### src/rtl/dma_lite_tx.sv
// Egress DMA: 32-bit word FIFO serialized LSB-first into a byte stream, with per-packet done pulse.
// Optional DMA_TX_CSUM_EN appends a mod-256 checksum trailer byte after the payload.
module dma_lite_tx #(
    parameter int FIFO_DEPTH = 16,
    parameter int FIFO_PTR_W = 4
) (
    input  logic        clk,
    input  logic        rst_n,
    input  logic [31:0] in_data,
    input  logic        in_valid,
    output logic        in_ready,
    output logic [7:0]  out_data,
    output logic        out_valid,
    input  logic        out_ready,
    input  logic [15:0] cfg_pkt_len,
    input  logic        cfg_start,
    output logic        busy,
    output logic        dma_done,
    output logic        dma_error,
    output logic [31:0] dma_bytes_sent
);
    // state   | meaning
    // S_IDLE  | waiting for cfg_start
    // S_LOAD  | waiting for a word to pop into the holding register
    // S_SEND  | presenting payload bytes of the held word
    // S_CSUM  | presenting the checksum trailer (DMA_TX_CSUM_EN only)
    // S_DONE  | one-cycle completion, dma_done high
    typedef enum logic [2:0] {
        S_IDLE,
        S_LOAD,
        S_SEND,
`ifdef DMA_TX_CSUM_EN
        S_CSUM,
`endif
        S_DONE
    } state_t;

    state_t state_q, state_d;
    logic [31:0] mem_q [FIFO_DEPTH];
    logic [FIFO_PTR_W:0] wr_ptr_q, wr_ptr_d, rd_ptr_q, rd_ptr_d;
    logic [31:0] word_q, word_d;
    logic [1:0]  byte_idx_q, byte_idx_d;
    logic [15:0] bytes_left_q, bytes_left_d;
    logic [7:0]  out_data_q, out_data_d;
    logic        out_valid_q, out_valid_d;
    logic        done_q, done_d;
    logic        error_q, error_d;
    logic [31:0] bytes_sent_q, bytes_sent_d;
`ifdef DMA_TX_CSUM_EN
    logic [7:0]  csum_q, csum_d;
`endif
    logic        fifo_empty, fifo_full, push, pop, xfer;
    logic [31:0] head;
    logic [1:0]  idx_nx;
    logic [7:0]  next_byte;

    assign fifo_empty = (wr_ptr_q == rd_ptr_q);
    assign fifo_full  = (wr_ptr_q[FIFO_PTR_W-1:0] == rd_ptr_q[FIFO_PTR_W-1:0]) &&
                        (wr_ptr_q[FIFO_PTR_W] != rd_ptr_q[FIFO_PTR_W]);
    assign in_ready   = !fifo_full;
    assign push       = in_valid && !fifo_full;
    assign head       = mem_q[rd_ptr_q[FIFO_PTR_W-1:0]];
    assign xfer       = out_valid_q && out_ready;
    assign idx_nx     = byte_idx_q + 2'd1;

    always_comb begin
        case (idx_nx)
            2'd0:    next_byte = word_q[7:0];
            2'd1:    next_byte = word_q[15:8];
            2'd2:    next_byte = word_q[23:16];
            default: next_byte = word_q[31:24];
        endcase
    end

    always_comb begin
        wr_ptr_d = wr_ptr_q;
        rd_ptr_d = rd_ptr_q;
        if (push) wr_ptr_d = wr_ptr_q + 1'b1;
        if (pop)  rd_ptr_d = rd_ptr_q + 1'b1;
    end

    always_comb begin
        state_d      = state_q;
        word_d       = word_q;
        byte_idx_d   = byte_idx_q;
        bytes_left_d = bytes_left_q;
        out_data_d   = out_data_q;
        out_valid_d  = out_valid_q;
        error_d      = error_q;
        bytes_sent_d = bytes_sent_q;
        pop          = 1'b0;
`ifdef DMA_TX_CSUM_EN
        csum_d       = csum_q;
`endif
        if (cfg_start && state_q != S_IDLE) error_d = 1'b1;

        unique case (state_q)
            S_IDLE: begin
                if (cfg_start) begin
                    bytes_left_d = cfg_pkt_len;
                    byte_idx_d   = 2'd0;
`ifdef DMA_TX_CSUM_EN
                    csum_d       = 8'd0;
`endif
                    if (cfg_pkt_len == 16'd0) begin
`ifdef DMA_TX_CSUM_EN
                        out_data_d  = 8'd0;
                        out_valid_d = 1'b1;
                        state_d     = S_CSUM;
`else
                        state_d     = S_DONE;
`endif
                    end else begin
                        state_d = S_LOAD;
                    end
                end
            end
            S_LOAD: begin
                if (!fifo_empty) begin
                    pop         = 1'b1;
                    word_d      = head;
                    out_data_d  = head[7:0];
                    out_valid_d = 1'b1;
                    byte_idx_d  = 2'd0;
                    state_d     = S_SEND;
                end
            end
            S_SEND: begin
                if (xfer) begin
                    bytes_left_d = bytes_left_q - 16'd1;
                    bytes_sent_d = bytes_sent_q + 32'd1;
`ifdef DMA_TX_CSUM_EN
                    csum_d       = csum_q + out_data_q;
`endif
                    if (bytes_left_q == 16'd1) begin
                        // Remaining bytes of a partial last word are dropped; the word is already popped.
`ifdef DMA_TX_CSUM_EN
                        out_data_d = csum_q + out_data_q;
                        state_d    = S_CSUM;
`else
                        out_valid_d = 1'b0;
                        state_d     = S_DONE;
`endif
                    end else if (byte_idx_q == 2'd3) begin
                        byte_idx_d = 2'd0;
                        if (!fifo_empty) begin
                            pop        = 1'b1;
                            word_d     = head;
                            out_data_d = head[7:0];
                        end else begin
                            out_valid_d = 1'b0;
                            state_d     = S_LOAD;
                        end
                    end else begin
                        byte_idx_d = idx_nx;
                        out_data_d = next_byte;
                    end
                end
            end
`ifdef DMA_TX_CSUM_EN
            S_CSUM: begin
                if (xfer) begin
                    out_valid_d = 1'b0;
                    state_d     = S_DONE;
                end
            end
`endif
            S_DONE:  state_d = S_IDLE;
            default: state_d = S_IDLE;
        endcase
    end

    assign done_d = (state_d == S_DONE);

    always_ff @(posedge clk) begin
        if (push) mem_q[wr_ptr_q[FIFO_PTR_W-1:0]] <= in_data;
    end

    always_ff @(posedge clk or negedge rst_n) begin
        if (!rst_n) begin
            state_q      <= S_IDLE;
            wr_ptr_q     <= '0;
            rd_ptr_q     <= '0;
            word_q       <= '0;
            byte_idx_q   <= '0;
            bytes_left_q <= '0;
            out_data_q   <= '0;
            out_valid_q  <= 1'b0;
            done_q       <= 1'b0;
            error_q      <= 1'b0;
            bytes_sent_q <= '0;
`ifdef DMA_TX_CSUM_EN
            csum_q       <= '0;
`endif
        end else begin
            state_q      <= state_d;
            wr_ptr_q     <= wr_ptr_d;
            rd_ptr_q     <= rd_ptr_d;
            word_q       <= word_d;
            byte_idx_q   <= byte_idx_d;
            bytes_left_q <= bytes_left_d;
            out_data_q   <= out_data_d;
            out_valid_q  <= out_valid_d;
            done_q       <= done_d;
            error_q      <= error_d;
            bytes_sent_q <= bytes_sent_d;
`ifdef DMA_TX_CSUM_EN
            csum_q       <= csum_d;
`endif
        end
    end

    assign out_data       = out_data_q;
    assign out_valid      = out_valid_q;
    assign busy           = (state_q != S_IDLE);
    assign dma_done       = done_q;
    assign dma_error      = error_q;
    assign dma_bytes_sent = bytes_sent_q;
endmodule

### config.mk
export PLATFORM = sky130hd
export DESIGN_NAME = dma_lite_tx
export DESIGN_NICKNAME = d
export VERILOG_FILES = /design/src/rtl/dma_lite_tx.sv
export SDC_FILE = /design/constraint.sdc
export NUM_CORES = 1
export LEC_CHECK = 0
export CORE_MARGIN = 1.5
export CORE_UTILIZATION = 60
export DETAILED_ROUTE_END_ITERATION = 10
export PLACE_DENSITY_LB_ADDON = 0.08
export SYNTH_ARGS = -nofsm -noshare
export SYNTH_HDL_FRONTEND = slang
export SYNTH_SLANG_ARGS = --single-unit
### constraint.sdc
create_clock -name clk -period 5 [get_ports clk]
set_input_delay 1 -clock clk [delete_from_list [all_inputs] [get_ports clk]]
set_output_delay 1 -clock clk [all_outputs]
set_load 0.02 [all_outputs]
==> impl_summary.md <==
Critical path
On the worst path, the slowest cell contributes a delay of ~750 ps. For the worst setup path, the data required time is around 4000 ps. The setup slack of the worst register-to-register path is 1470 ps. The cell type group with the largest total delay on the critical path is flip-flops. For this design, the slowest cell found on the critical path is sky130_fd_sc_hd__dfrtp_1. The critical path in this run is classified as reg -> out. The combined buffer and inverter count along the critical path is 1. The data arrival time at the worst-slack endpoint is 2540 ps. Along the worst path, the maximum fanout reaches 13. The critical path goes through xnor2_1 -> and4_1 -> nand2_1 -> clkdlybuf4s50_1. The type of element launching the critical path is a flop. The worst setup path is captured at an output port.

Layout
The signed area change from the synthesized netlist to the final layout is 14.40%. The antenna diode instance count is 0. In the final design database the tool counted approximately 1500 nets. The finished cells cover 0.02772 mm². Of the cells placed in the final design, the portion with a size suffix greater than 1 is between 20% and 30%.

Timing
Setup repair after global routing left no endpoint under its margin. The number of setup violations in the final report is 0. The clock skew is 28.85 ps.

The actual transition at the worst max-transition pin is ~1200 ps. The smallest clock period supported by the final layout is computed as ~3500 ps. The post-route setup TNS is 0 ps. The ratio of final minimum period to clock period is between 70% and 80%. The number of endpoints with negative hold slack in the final report was 0. Hold is met by approximately 460 ps. The worst relative slew slack is between 10% and 20%. The final max-slew violation count was 0. Based on the critical path, the design can be clocked at up to about 280 MHz.

Floorplanning
The core region area is around 0.04 mm². The die footprint is 0.04159 mm². The x dimension of the die is just over 200 µm.

In this run the core area contains 73 standard-cell rows. The y dimension of the die is about 200 µm. For this configuration, the core starts out at a cell density of between 60% and 70%.

The number of placed I/O pins is 98.

Placed design
Routability-driven placement finished with a final weighted congestion of between 0.8 and 0.9. The placed instances occupy a cell area of around 0.026 mm². The placed wire-length estimate after detailed placement is about 32 mm.

The number of buffers inserted by port buffering is 97.

Run
Max-cap violations in this run came to 0.

Power and ir drop
Internal power comes to roughly 10 mW. The worst voltage drop across the vdd grid is approximately 0.47 mV. The analysis attributes to cell leakage a power of roughly 9.2 nW. The switching power summed over all nets is ~4.4 mW.

Combinational logic is responsible for 26.3% of the overall power. The clock network burns between 20% and 30% of the power. Sequential cells burn between 40% and 50% of the power. The total power per unit cell area is approximately 530 mW/mm².

The switching power as a share of total power is 29.94%.

Logic synthesis
The cell count after synthesis came out at about 1400. The average instance in the mapped netlist occupies 17.63 µm². Ranked by total cell area, the synthesized netlist is headed by sky130_fd_sc_hd__edfxtp_1 (63%), sky130_fd_sc_hd__dfrtp_1 (10%), sky130_fd_sc_hd__mux4_2 (7.4%), sky130_fd_sc_hd__mux2_2 (4.6%), sky130_fd_sc_hd__o21ai_0 (1.4%). The top flip-flop cell by instance count after synthesis is sky130_fd_sc_hd__edfxtp_1.

sky130_fd_sc_hd__edfxtp_1 takes more of the synthesized area than any other cell. The count of state elements after synthesis is 610. The adder-cell area share of the yosys netlist is 0.6198%.

The post-synthesis mux area share is about an eighth. The commonest cells after synthesis are sky130_fd_sc_hd__edfxtp_1 (512), sky130_fd_sc_hd__dfrtp_1 (98), sky130_fd_sc_hd__mux2_2 (98). The synthesis warning total is 0. The synthesized net count is 1439.

In this run, distinct cell masters in the synthesized netlist total 60. After Yosys synthesis, and, or, nand and nor cells account for 4.535% of the synthesized area. Summed over its instances, the top area cell type makes up 63.46% of the synthesized netlist area. The xor/xnor cell area share of the yosys netlist is approximately 1.6%. The fraction of the mapped netlist area in compound gates is under 10%.

sky130_fd_sc_hd__edfxtp_1 is the most common cell in the netlist. The fraction of the yosys area taken by sequential cells is 73.59%. For this run, asynchronously set or reset flops after synthesis account for ~16%. The cell area that synthesis handed to floorplanning was about 0.024 mm². The number of synthesized flops with an enable pin is slightly above 500.

By area, the combinational part of the netlist is dominated by multiplexers.

GRT
Global routing consumed, over all layers together, 25.75% of the routing resources. The number of antenna violations at the first check in global routing is 0. The sum of overflow across all layers after global routing is 0.

The wire length of the first global-routing pass is 78.68 mm. The maximum number of pins on one net before global-route repair is roughly 130. The number of global-route vias before repair is between 10000 and 15000.

Clocking
CTS saw between 600 and 700 sinks. The clock reaches the later pin of the worst-skew pair after roughly 620 ps. The post-CTS resize count is 0. The CTS buffer count is slightly below 60.

Clock-pin slew was measured on the worst setup and hold paths at approximately 60 ps. TritonCTS built the clock tree. The clock passes through at most 3 buffers. The number of hold buffers added after cts is 0. Clock tree synthesis selected as its root buffer the cell sky130_fd_sc_hd__clkbuf_16. The count of H-tree levels built during CTS is 2. The post-CTS setup buffer count is 0.

Detailed routing
In the final routed layout, each cell accounts on average for 25.51 µm. The first routing iteration left around 1200 violations. For this run, design rule violations remaining after detail routing come to 0.

Dividing the detail-routed via count by the number of cells gives 6.305. Wires add up to approximately 52 mm. In this run the remaining antenna-violating nets after routing total 0. For this run, the detailed router's first-pass iteration total came to 6.

The number of vias in the routed layout is 12930.

Hold path
The worst hold path belongs to the class in -> async.

Outcome
The run finished with clean final reports.
==> cell type report <==
| type | instances | area (µm²) |
|---|---|---|
| flip-flops and latches | 610 | 17830 |
| inverters | 10 | 37.54 |
| repair buffers | 119 | 1146 |
| clock inverters | 30 | 266.5 |
| clock buffers | 79 | 1612 |
| well taps | 525 | 656.9 |
| fillers | 2611 | 12110 |
| multi-input cells | 677 | 6162 |
==> worst paths after layout <==
kind	from	endpoint	cells past startpoint
min reg2reg	dma_error	dma_error	1
max in group asynchronous	rst_n	bytes_left_q[2]	2
min in group clk	dma_error	dma_error	1
max	rd_ptr_q[3]	in_ready	4
max reg2reg	rd_ptr_q[3]	mem_q[8][11]	5
min	rst_n	out_data[6]	1
==> flip-flops by register name (all words and copies together), names as in the netlist <==
signal	flops
byte_idx_q	2
bytes_left_q	16
dma_bytes_sent	32
dma_done	1
dma_error	1
mem_q	512
out_data	8
out_valid	1
rd_ptr_q	5
state_q	3
word_q	24
wr_ptr_q	5
==> routing by layer <==
metal	global-route usage, %	routed length (µm)	vias up
met1	38.69	22810	6681
met5	0	0	-
met2	40.04	25010	422
met3	3.587	3280	85
li1	-	-	5737
met4	7.589	1193	0
==> cell usage in the layout, fill, tap and decap left out, drive strengths merged, types with 29 or more instances in the layout <==
cell,n
xnor2,36
o22ai,50
dfrtp,98
edfxtp,512
nand2,32
clkdlybuf4s50,96
mux4,80
mux2,98
nor2,68
o21ai,69
nor3,29
clkbuf,79
==> worst register-to-register path, delay by kind of cell, from the launching register on <==
kind / cells / cell delay (ps)
flip-flops: 1 / 750
AND/OR/NAND/NOR: 3 / 1610
XOR/XNOR: 1 / 160
AO/OA/AOI/OAI: 1 / 600
==> cell families after synthesis <==
group | count (synthesis)
simple gates | 215
buf+inv | 87
mux | 179
fa+ha+maj | 12
flops | 610
other cells | 1
compound gates | 226
xor+xnor | 44
==> power by group through the flow <==
| stage | logic, mW | clock network (mW) | registers, mW |
|---|---|---|---|
| detailed placement | 3.90 | 0 | 6.62 |
| CTS | 3.92 | 4.38 | 6.52 |
| global placement | 3.86 | 0 | 6.59 |
| global route | 4.17 | 4.56 | 6.58 |
| finish | 3.87 | 4.31 | 6.52 |
| floorplan | 2.65 | 0 | 6.53 |
==> through the flow <==
stage | util [%] | power (mW) | worst slack, ps | std cells
after floorplan | - | 9.175 | 685.4 | 1374
after global placement | 64.88 | 10.45 | 1186 | 1941
after detailed placement | 64.88 | 10.52 | 1120 | 1941
after CTS | 69.60 | 14.82 | 1490 | 2050
after global routing | 69.60 | 15.30 | 1345 | 2050
final | 69.60 | 14.71 | 1462 | 2050
Power figures use the tool's default switching activity.
